===== src/rtl/serial_cmp_pkg.sv =====
// Package: serial_cmp_pkg
// Shared types for the serial compare scheduler.
//   sched_state_t : scheduler FSM states (IDLE -> SHIFT -> DONE -> IDLE)
//   cmp_res_t     : one-hot {less, eq, greater} comparison result
//   CMP_RES_EQ    : result value of a comparison with no differing bits yet
//   cmp_from_flags: builds a cmp_res_t from the sticky eq / greater flags
package serial_cmp_pkg;

    typedef enum logic [1:0] {
        IDLE  = 2'd0,
        SHIFT = 2'd1,
        DONE  = 2'd2
    } sched_state_t;

    typedef struct packed {
        logic less;
        logic eq;
        logic greater;
    } cmp_res_t;

    localparam cmp_res_t CMP_RES_EQ = '{less: 1'b0, eq: 1'b1, greater: 1'b0};

    // The core only tracks "still equal" and "greater"; less is whatever is left.
    function automatic cmp_res_t cmp_from_flags(input logic eq, input logic gt);
        cmp_res_t r;
        r.less    = ~eq & ~gt;
        r.eq      = eq;
        r.greater = gt;
        return r;
    endfunction

endpackage


===== src/rtl/serial_cmp_msb_core.sv =====
// Module: serial_cmp_msb_core
// MSB-first bit-serial unsigned comparator.
//   clk, rst_n : clock, asynchronous active-low reset
//   clear      : restart a new word (back to "equal so far")
//   en         : a and b carry a valid bit this cycle
//   a, b       : current operand bits, most significant first
//   res        : result including the bit presented this cycle
module serial_cmp_msb_core
    import serial_cmp_pkg::*;
(
    input  logic     clk,
    input  logic     rst_n,
    input  logic     clear,
    input  logic     en,
    input  logic     a,
    input  logic     b,
    output cmp_res_t res
);

    logic prev_eq;
    logic prev_gt;
    logic eq_now;
    logic gt_now;

    // The result already folds in the current bit so the scheduler can
    // register the final answer on the same edge that consumes the last bit.
    // Once a difference is seen prev_eq drops and the decision is frozen.
    always_comb begin
        eq_now = prev_eq;
        gt_now = prev_gt;
        if (en) begin
            eq_now = prev_eq & (a == b);
            gt_now = prev_gt | (prev_eq & a & ~b);
        end
        res = cmp_from_flags(eq_now, gt_now);
    end

    // Sticky decision registers.
    always_ff @(posedge clk or negedge rst_n) begin
        if (!rst_n) begin
            prev_eq <= CMP_RES_EQ.eq;
            prev_gt <= CMP_RES_EQ.greater;
        end else if (clear) begin
            prev_eq <= CMP_RES_EQ.eq;
            prev_gt <= CMP_RES_EQ.greater;
        end else if (en) begin
            prev_eq <= eq_now;
            prev_gt <= gt_now;
        end
    end

endmodule


===== src/rtl/serial_compare_scheduler.sv =====
// Module: serial_compare_scheduler
// Shares one MSB-first serial comparator between N_REQ requesters with
// round-robin arbitration and returns a registered, id-tagged result.
//   clk, rst_n          : clock, asynchronous active-low reset
//   req_valid/req_ready : per-requester handshake, req_ready is a one-hot grant
//   req_a, req_b        : packed operands, requester i at [i*W +: W]
//   res_valid/res_ready : result handshake, result held until accepted
//   res_id              : requester index of the result
//   res_less/eq/greater : unsigned comparison result (exactly one set)
//   busy                : scheduler not in IDLE
// Build option: define SERIAL_CMP_EARLY_EXIT_EN to leave SHIFT as soon as the
// operands are known to differ; results are identical, only latency changes.
module serial_compare_scheduler
    import serial_cmp_pkg::*;
#(
    parameter int W     = 8,
    parameter int N_REQ = 2
) (
    input  logic                       clk,
    input  logic                       rst_n,
    input  logic [N_REQ-1:0]           req_valid,
    output logic [N_REQ-1:0]           req_ready,
    input  logic [N_REQ*W-1:0]         req_a,
    input  logic [N_REQ*W-1:0]         req_b,
    output logic                       res_valid,
    input  logic                       res_ready,
    output logic [$clog2(N_REQ)-1:0]   res_id,
    output logic                       res_less,
    output logic                       res_eq,
    output logic                       res_greater,
    output logic                       busy
);

    localparam int ID_W  = $clog2(N_REQ);
    localparam int CNT_W = $clog2(W);

`ifdef SERIAL_CMP_EARLY_EXIT_EN
    localparam bit EARLY_EXIT = 1'b1;
`else
    localparam bit EARLY_EXIT = 1'b0;
`endif

    sched_state_t state;
    sched_state_t state_nxt;

    logic [W-1:0]     op_a [N_REQ];
    logic [W-1:0]     op_b [N_REQ];
    logic [N_REQ-1:0] grant;
    logic [ID_W-1:0]  grant_id;
    logic             grant_found;
    logic [ID_W-1:0]  rr_ptr;
    logic [ID_W-1:0]  cur_id;
    logic [W-1:0]     sh_a;
    logic [W-1:0]     sh_b;
    logic [CNT_W-1:0] bit_cnt;
    logic             handshake;
    logic             shift_last;
    cmp_res_t         core_res;

    // Unpack the flat operand buses so the arbiter can index by requester.
    always_comb begin
        for (int i = 0; i < N_REQ; i++) begin
            op_a[i] = req_a[i*W +: W];
            op_b[i] = req_b[i*W +: W];
        end
    end

    // Round-robin search starts just after the last winner, so the requester
    // that was served most recently has the lowest priority.
    always_comb begin
        logic [ID_W-1:0] idx;
        grant       = '0;
        grant_id    = '0;
        grant_found = 1'b0;
        idx         = '0;
        for (int off = 1; off <= N_REQ; off++) begin
            idx = ID_W'((int'(rr_ptr) + off) % N_REQ);
            if (!grant_found && req_valid[idx]) begin
                grant_found = 1'b1;
                grant[idx]  = 1'b1;
                grant_id    = idx;
            end
        end
    end

    assign handshake  = (state == IDLE) && grant_found;
    assign shift_last = (bit_cnt == '0) || (EARLY_EXIT && !core_res.eq);

    // State register.
    always_ff @(posedge clk or negedge rst_n) begin
        if (!rst_n) begin
            state <= IDLE;
        end else begin
            state <= state_nxt;
        end
    end

    // Next-state logic.
    always_comb begin
        state_nxt = state;
        case (state)
            IDLE:    if (grant_found) state_nxt = SHIFT;
            SHIFT:   if (shift_last)  state_nxt = DONE;
            DONE:    if (res_ready)   state_nxt = IDLE;
            default: state_nxt = IDLE;
        endcase
    end

    // Outputs decoded from state; grants are only offered while IDLE.
    always_comb begin
        req_ready = '0;
        busy      = 1'b1;
        res_valid = 1'b0;
        case (state)
            IDLE: begin
                req_ready = grant;
                busy      = 1'b0;
            end
            SHIFT: begin
                busy = 1'b1;
            end
            DONE: begin
                res_valid = 1'b1;
            end
            default: begin
                busy = 1'b0;
            end
        endcase
    end

    // Operand capture, shifting and result registers. The result is
    // cleared once accepted so the flags are only ever set alongside res_valid.
    always_ff @(posedge clk or negedge rst_n) begin
        if (!rst_n) begin
            sh_a        <= '0;
            sh_b        <= '0;
            bit_cnt     <= '0;
            cur_id      <= '0;
            rr_ptr      <= ID_W'(N_REQ - 1);
            res_id      <= '0;
            res_less    <= 1'b0;
            res_eq      <= 1'b0;
            res_greater <= 1'b0;
        end else begin
            case (state)
                IDLE: begin
                    if (grant_found) begin
                        sh_a    <= op_a[grant_id];
                        sh_b    <= op_b[grant_id];
                        cur_id  <= grant_id;
                        rr_ptr  <= grant_id;
                        bit_cnt <= CNT_W'(W - 1);
                    end
                end
                SHIFT: begin
                    sh_a <= sh_a << 1;
                    sh_b <= sh_b << 1;
                    if (shift_last) begin
                        res_id      <= cur_id;
                        res_less    <= core_res.less;
                        res_eq      <= core_res.eq;
                        res_greater <= core_res.greater;
                    end else begin
                        bit_cnt <= bit_cnt - 1'b1;
                    end
                end
                DONE: begin
                    if (res_ready) begin
                        res_id      <= '0;
                        res_less    <= 1'b0;
                        res_eq      <= 1'b0;
                        res_greater <= 1'b0;
                    end
                end
                default: begin
                end
            endcase
        end
    end

    serial_cmp_msb_core u_core (
        .clk   (clk),
        .rst_n (rst_n),
        .clear (handshake),
        .en    (state == SHIFT),
        .a     (sh_a[W-1]),
        .b     (sh_b[W-1]),
        .res   (core_res)
    );

endmodule

===== config.mk =====
export PLATFORM = sky130hd
export DESIGN_NAME = serial_compare_scheduler
export DESIGN_NICKNAME = d
export VERILOG_FILES = /design/src/rtl/serial_cmp_pkg.sv /design/src/rtl/serial_cmp_msb_core.sv /design/src/rtl/serial_compare_scheduler.sv
export SDC_FILE = /design/constraint.sdc
export NUM_CORES = 1
export LEC_CHECK = 0
export ABC_CLOCK_PERIOD_IN_PS = 1950
export BUFFER_PORTS_ARGS = -buffer_cell sky130_fd_sc_hd__buf_2
export CAP_MARGIN = 20
export CORE_MARGIN = 2
export CORE_UTILIZATION = 45
export DETAILED_ROUTE_END_ITERATION = 10
export PLACE_DENSITY = 0.78
export SLEW_MARGIN = 10
export SYNTH_ARGS = -nofsm -noshare
export SYNTH_HDL_FRONTEND = slang
export SYNTH_SLANG_ARGS = --single-unit
export TNS_END_PERCENT = 10

===== constraint.sdc =====
create_clock -name clk -period 1.95 [get_ports clk]
set_input_delay 0.2925 -clock clk [delete_from_list [all_inputs] [get_ports clk]]
set_output_delay 0.2925 -clock clk [all_outputs]
set_load 0.03 [all_outputs]

Word-level counts from Yosys, hierarchy flattened --
Cells that the tools add are included.
Word-level totals: flip-flop bits (word level) 29, output and inout bits 8, input port bits 37, word-level logic and storage cells 102
Operators by class: order comparisons 5, bitwise operators 10, eq/ne operators 7, $add $sub $neg 3, reductions and logical operators 16, multiplexer cells 49
Operators by type and width (number):
- 8-bit two-way mux | 8
- 8-bit case mux with 2 select lines | 2
- 1-bit two-way mux | 23
- 2-bit two-way mux | 6
- 3-bit AND reduction | 3
- 2-bit inequality test (second input constant) | 4
- 1-bit case mux with 2 select lines | 4
- 3-bit two-way mux | 2
- 2-bit case mux with 3 select lines | 1
- 3-bit case mux with 2 select lines | 1
- 2-bit nonzero test | 3
- 1-bit bitwise AND | 4
- 1-bit logical AND | 4
- 1-bit by 2-bit less-than comparator with 1-bit output (second input constant) | 2
- 2-bit AND reduction | 2
- 3-bit zero test | 1
- 1-bit NOT | 3
- 3-bit by 1-bit subtractor with 3-bit output (second input constant) | 1
- 1-bit adder (second input constant) | 2
- 1-bit demux with 1-bit select | 2
- 2-bit by 1-bit == test with 1-bit output (second input constant) | 1
- 2-bit == test (second input constant) | 1
- 1-bit >= comparator (second input constant) | 2
- 2-bit >= comparator (second input constant) | 1
- other kinds (7) | 7

Depth between registers and ports, before layout --
depth after elaboration 13, depth in mapped cells 8, mapped depth without buffers 5

Cells and area by module --
From an unflattened synthesis, not the netlist that was laid out.
Unflattened totals: cell total of the unflattened synthesis 170, area total of the unflattened synthesis 1737.9 µm²
Modules (own cells, without submodules):
- serial_compare_scheduler | sequential area each 676.9 µm², area an instance 1602.8 µm², instances 1, cells an instance 154
- serial_cmp_msb_core | sequential area each 51.3 µm², area an instance 135.1 µm², instances 1, cells an instance 16

Worst setup path after synthesis --
OpenSTA, ideal clock, no wires.
path type reg-to-reg, start reg state[0], end reg sh_a[2], setup slack 0.278 ns, cell stages (with the launch flop) 9, required time 1.816 ns, arrival 1.539 ns, path buffers 3, library setup time 0.134 ns, path through dfrtp_1 inv_1 ha_1 buf_6 or3b_1 buf_6 nand3_4 buf_12 o211ai_2
Between the ends: word-level cells in the longest chain between the ends 3, elaborated cells on any way between the ends 6
Ends and longest elaborated chain:
- start: declaration | RTL line serial_compare_scheduler.sv:43 | sched_state_t state;
- start signal: assignment | RTL line serial_compare_scheduler.sv:94 | state <= state_nxt;
- 2-bit by 1-bit == test with 1-bit output / 2-bit zero test (equally long branches) | RTL line serial_compare_scheduler.sv:145 | case (state)
- 2-bit nonzero test (no source line) / 2-bit inequality test (equally long branches)
- 2-bit AND reduction (no source line)
- end signal: assignment | RTL line serial_compare_scheduler.sv:148 | sh_a <= op_a[grant_id];
- end signal: assignment | RTL line serial_compare_scheduler.sv:156 | sh_a <= sh_a << 1;
- end: declaration | RTL line serial_compare_scheduler.sv:53 | logic [W-1:0] sh_a;
Several ways; a longest one is shown, not always the timed one. A chain may end at the register's enable or synchronous reset.

Final worst setup path --
start reg state[0], end out req_ready[1]
Between the ends: word-level cells in the longest chain between the ends 2
Ends and longest elaborated chain:
- 2-bit zero test | RTL line serial_compare_scheduler.sv:114 | case (state)
- 2-bit two-way mux | RTL line serial_compare_scheduler.sv:114
- end: declaration | RTL line serial_compare_scheduler.sv:22 | output logic [N_REQ-1:0] req_ready,
Every way passes these cells.

==> impl_metrics.py <==
metrics = {
    "sta": {
        "slew_headroom_pct": 40.8,
        "finalClockSkew_ns": 0.00307,
        "hold_viol": 0,
        "holdWs_ns": 0.0485,
        "finalWorstSetupSlack_ns": 0.139,
        "fin_crit_sh_pct": 92.9,
        "fmax_mhz": 552,
        "drv_slew": 0,
        "tightest_slew_ns": 0.885,
        "tns_ns": 0,
        "setup-violations-final": 0,
        "finalCriticalPeriod_ns": 1.81,
        "rsz0062_at_grt": "no",
    },
    "logic_synthesis": {
        "yosys_register_bits": 29,
        "synth_nets": 210,
        "ys_async_sr_fraction_pct": 100,
        "synth_cell_type_count": 35,
        "synth_edf_count": 0,
        "synth_area_sq_um": 1710,
        "avgSynthCellArea_sq_um": 10.2,
        "synth_ff_type": "dfrtp_1",
        "ys_seq_area_share_pct": 42.6,
        "ys_warn_count": 0,
        "synthCells": 168,
    },
    "detailed_routing": {
        "drtPass1Iterations": 4,
        "ant_nets": 0,
        "detail_route.wl_per_cell_microns": 14.3,
        "viasPerCell": 5.61,
        "routed-via-count": 1465,
        "drtIter0Drc": 90,
        "drc": 0,
        "wirelength_microns": 3730,
    },
    "worst_setup_path": {
        "path_delay_family": "buffers and inverters",
        "crit_cells": 6,
        "path_buf_inv": 4,
        "ff2ff_path_depth": 5,
        "required_ns": 1.66,
        "r2r_slack_ns": 0.18,
        "cp_slowest_cell": "dfrtp_1",
        "cp_cell_sequence": "inv_1, ha_2, buf_4, inv_1, nor2_1, buf_4",
        "critPathArrivalTime_ns": 1.52,
        "crit_fanout": 6,
        "cp-start-kind": "flop",
        "crit_type": "flop to output pin",
        "slowest_delay_ns": 0.38,
        "endpoint_kind": "output pin",
    },
    "cells_and_area": {
        "stdcell_count": 261,
        "final_nets": 254,
        "n_fill_cell": 358,
        "drive_gt1_share_pct": 32.9,
        "diodes": 0,
        "syn_to_final_growth_pct": 19.6,
    },
    "clock_network": {
        "cts_made_buffers": 5,
        "cts_max_level": 2,
        "hold_buffers": 0,
        "path_clk_slew_ns": 0.06,
        "cts_buffer_depth": 2,
        "cts_resized": 0,
        "cts_root_buf": "clkbuf_8",
        "post-cts-setup-buffers": 0,
        "clock_latency_ns": 0.28,
        "cts_tree": "done",
        "cts_num_sinks": 29,
    },
    "pwr": {
        "finalPower_w": 0.00295,
        "leakage_nw": 0.994,
        "peakVddDrop_mv": 0.785,
        "power_density_nw_per_um2": 1440,
    },
    "min_path": {
        "hold_path.class": "input pin to async pin",
    },
    "placed_design": {
        "hpwl_microns": 2640,
        "dp_slack_ns": 0.140,
        "place_inst": 253,
        "place_congestion": 0.764,
        "port_buffers": 44,
    },
    "floorplanning": {
        "core_sq_um": 3660,
        "die_area_sq_um": 4300,
        "die_w_microns": 65.6,
        "row_count": 22,
        "fp.dieH_microns": 65.6,
        "ioPinCount": 45,
        "initial_core_util_pct": 46.7,
    },
    "global_route": {
        "overflow": 0,
        "antenna_found_initial": 0,
        "grt_use_total_pct": 19.7,
        "grt_first_pass_wirelength_microns": 6330,
        "grt_start_max_net_pins": 30,
        "grt_pass1_vias": 1440,
    },
    "run_status": {
        "status": "complete, no violations",
    },
    "flow_run": {
        "maxCapViolations": 0,
    },
}
-- flip-flops by register name, indices dropped and copies added (netlist names), 2 cells and up --
| register | count |
|---|---|
| sh_a | 8 |
| state | 2 |
| bit_cnt | 3 |
| sh_b | 8 |
-- metal layers --
metal	vias up	wire length, microns	track usage (%)
met4	0	76	10.2
met5	-	0	0
met2	44	1750	32.0
met3	8	161	4.11
li1	707	-	-
met1	706	1740	24.7
-- logic make-up (layout without fill, tap and decap cells) --
kind of cell / Yosys count / in the layout / synth area share, %
AO/OA/AOI/OAI: 52 / 52 / 22.3
XOR/XNOR: 1 / 1 / 0.513
adder cells (fa/ha/maj): 5 / 5 / 3.66
buffers and inverters: 22 / 67 / 7.69
flip-flops: 29 / 29 / 42.6
multiplexers: 18 / 18 / 10.5
AND/OR/NAND/NOR: 41 / 41 / 12.6
-- worst paths after layout --
path                                 to         start
hold reg to reg                res_less      res_less
hold / removal                   cur_id         rst_n
min in group clk                 rr_ptr  req_valid[1]
setup reg to reg             bit_cnt[1]      state[1]
setup / recovery           req_ready[1]      state[0]
max in group asynchronous    bit_cnt[1]         rst_n
-- synth_stat cells (2+ instances only) --
cell / instances / area share [%]
dfrtp_1: 27 / 40
o21ai_0: 21 / 6.2
mux2i_1: 18 / 11
nand3_1: 16 / 4.7
inv_1: 9 / 2.0
o211ai_1: 9 / 4.0
nand2_1: 7 / 1.5
nor2_1: 7 / 1.5
o211ai_2: 7 / 5.1
clkbuf_1: 5 / 1.1
ha_1: 5 / 3.7
a21oi_1: 3 / 0.88
buf_6: 3 / 2.0
buf_2: 2 / 0.59
buf_4: 2 / 0.88
dfstp_2: 2 / 3.1
nand2b_1: 2 / 0.73
nand4_1: 2 / 0.73
nor3_1: 2 / 0.59
nor3b_1: 2 / 0.88
o2bb2ai_1: 2 / 1.0
o311a_1: 2 / 1.2
-- area by class of cell --
class                      instances  area, sq um  share of cell area, %
multi-input combinational        117          851                   41.7
sequential                        29          728                   35.7
timing repair buffer              50          268                   13.1
clock buffer                       7         96.3                   4.72
tap                               48         60.1                   2.94
inverter                           9         33.8                   1.65
clock inverter                     1         5.00                  0.245
-- power breakdown --
| group | internal (W) | switching, W | total, W |
|---|---|---|---|
| logic | 0.000551 | 0.000818 | 0.00137 |
| clock network | 0.000318 | 0.000232 | 0.000551 |
| registers | 0.000876 | 0.000152 | 0.00103 |
-- through the flow --
stage	utilization [%]	instance area, sq um
2_1_floorplan	-	1710
3_3_place_gp	52.9	1940
3_5_place_dp	52.9	1940
4_1_cts	55.6	2040
5_1_grt	55.8	2040
6_report	55.8	2040
-- layout by cell type, fill, tap and decap left out, types with 2 or more instances in the layout --
cell / netlist / layout
nor2_1: 7 / 7
inv_1: 9 / 9
o21ai_0: 21 / 21
ha_1: 5 / 4
nand4_1: 2 / 2
o2bb2ai_1: 2 / 2
clkbuf_8: 0 / 7
buf_4: 2 / 7
mux2i_1: 18 / 18
nor3_1: 2 / 2
a21oi_1: 3 / 3
nand2_1: 7 / 7
dfrtp_1: 27 / 27
o211ai_2: 7 / 7
nor3b_1: 2 / 2
buf_2: 2 / 43
o211ai_1: 9 / 9
o311a_1: 2 / 2
nand3_1: 16 / 16
nand2b_1: 2 / 2
dfstp_2: 2 / 2
Note: power is estimated with default switching activity, not from simulation.
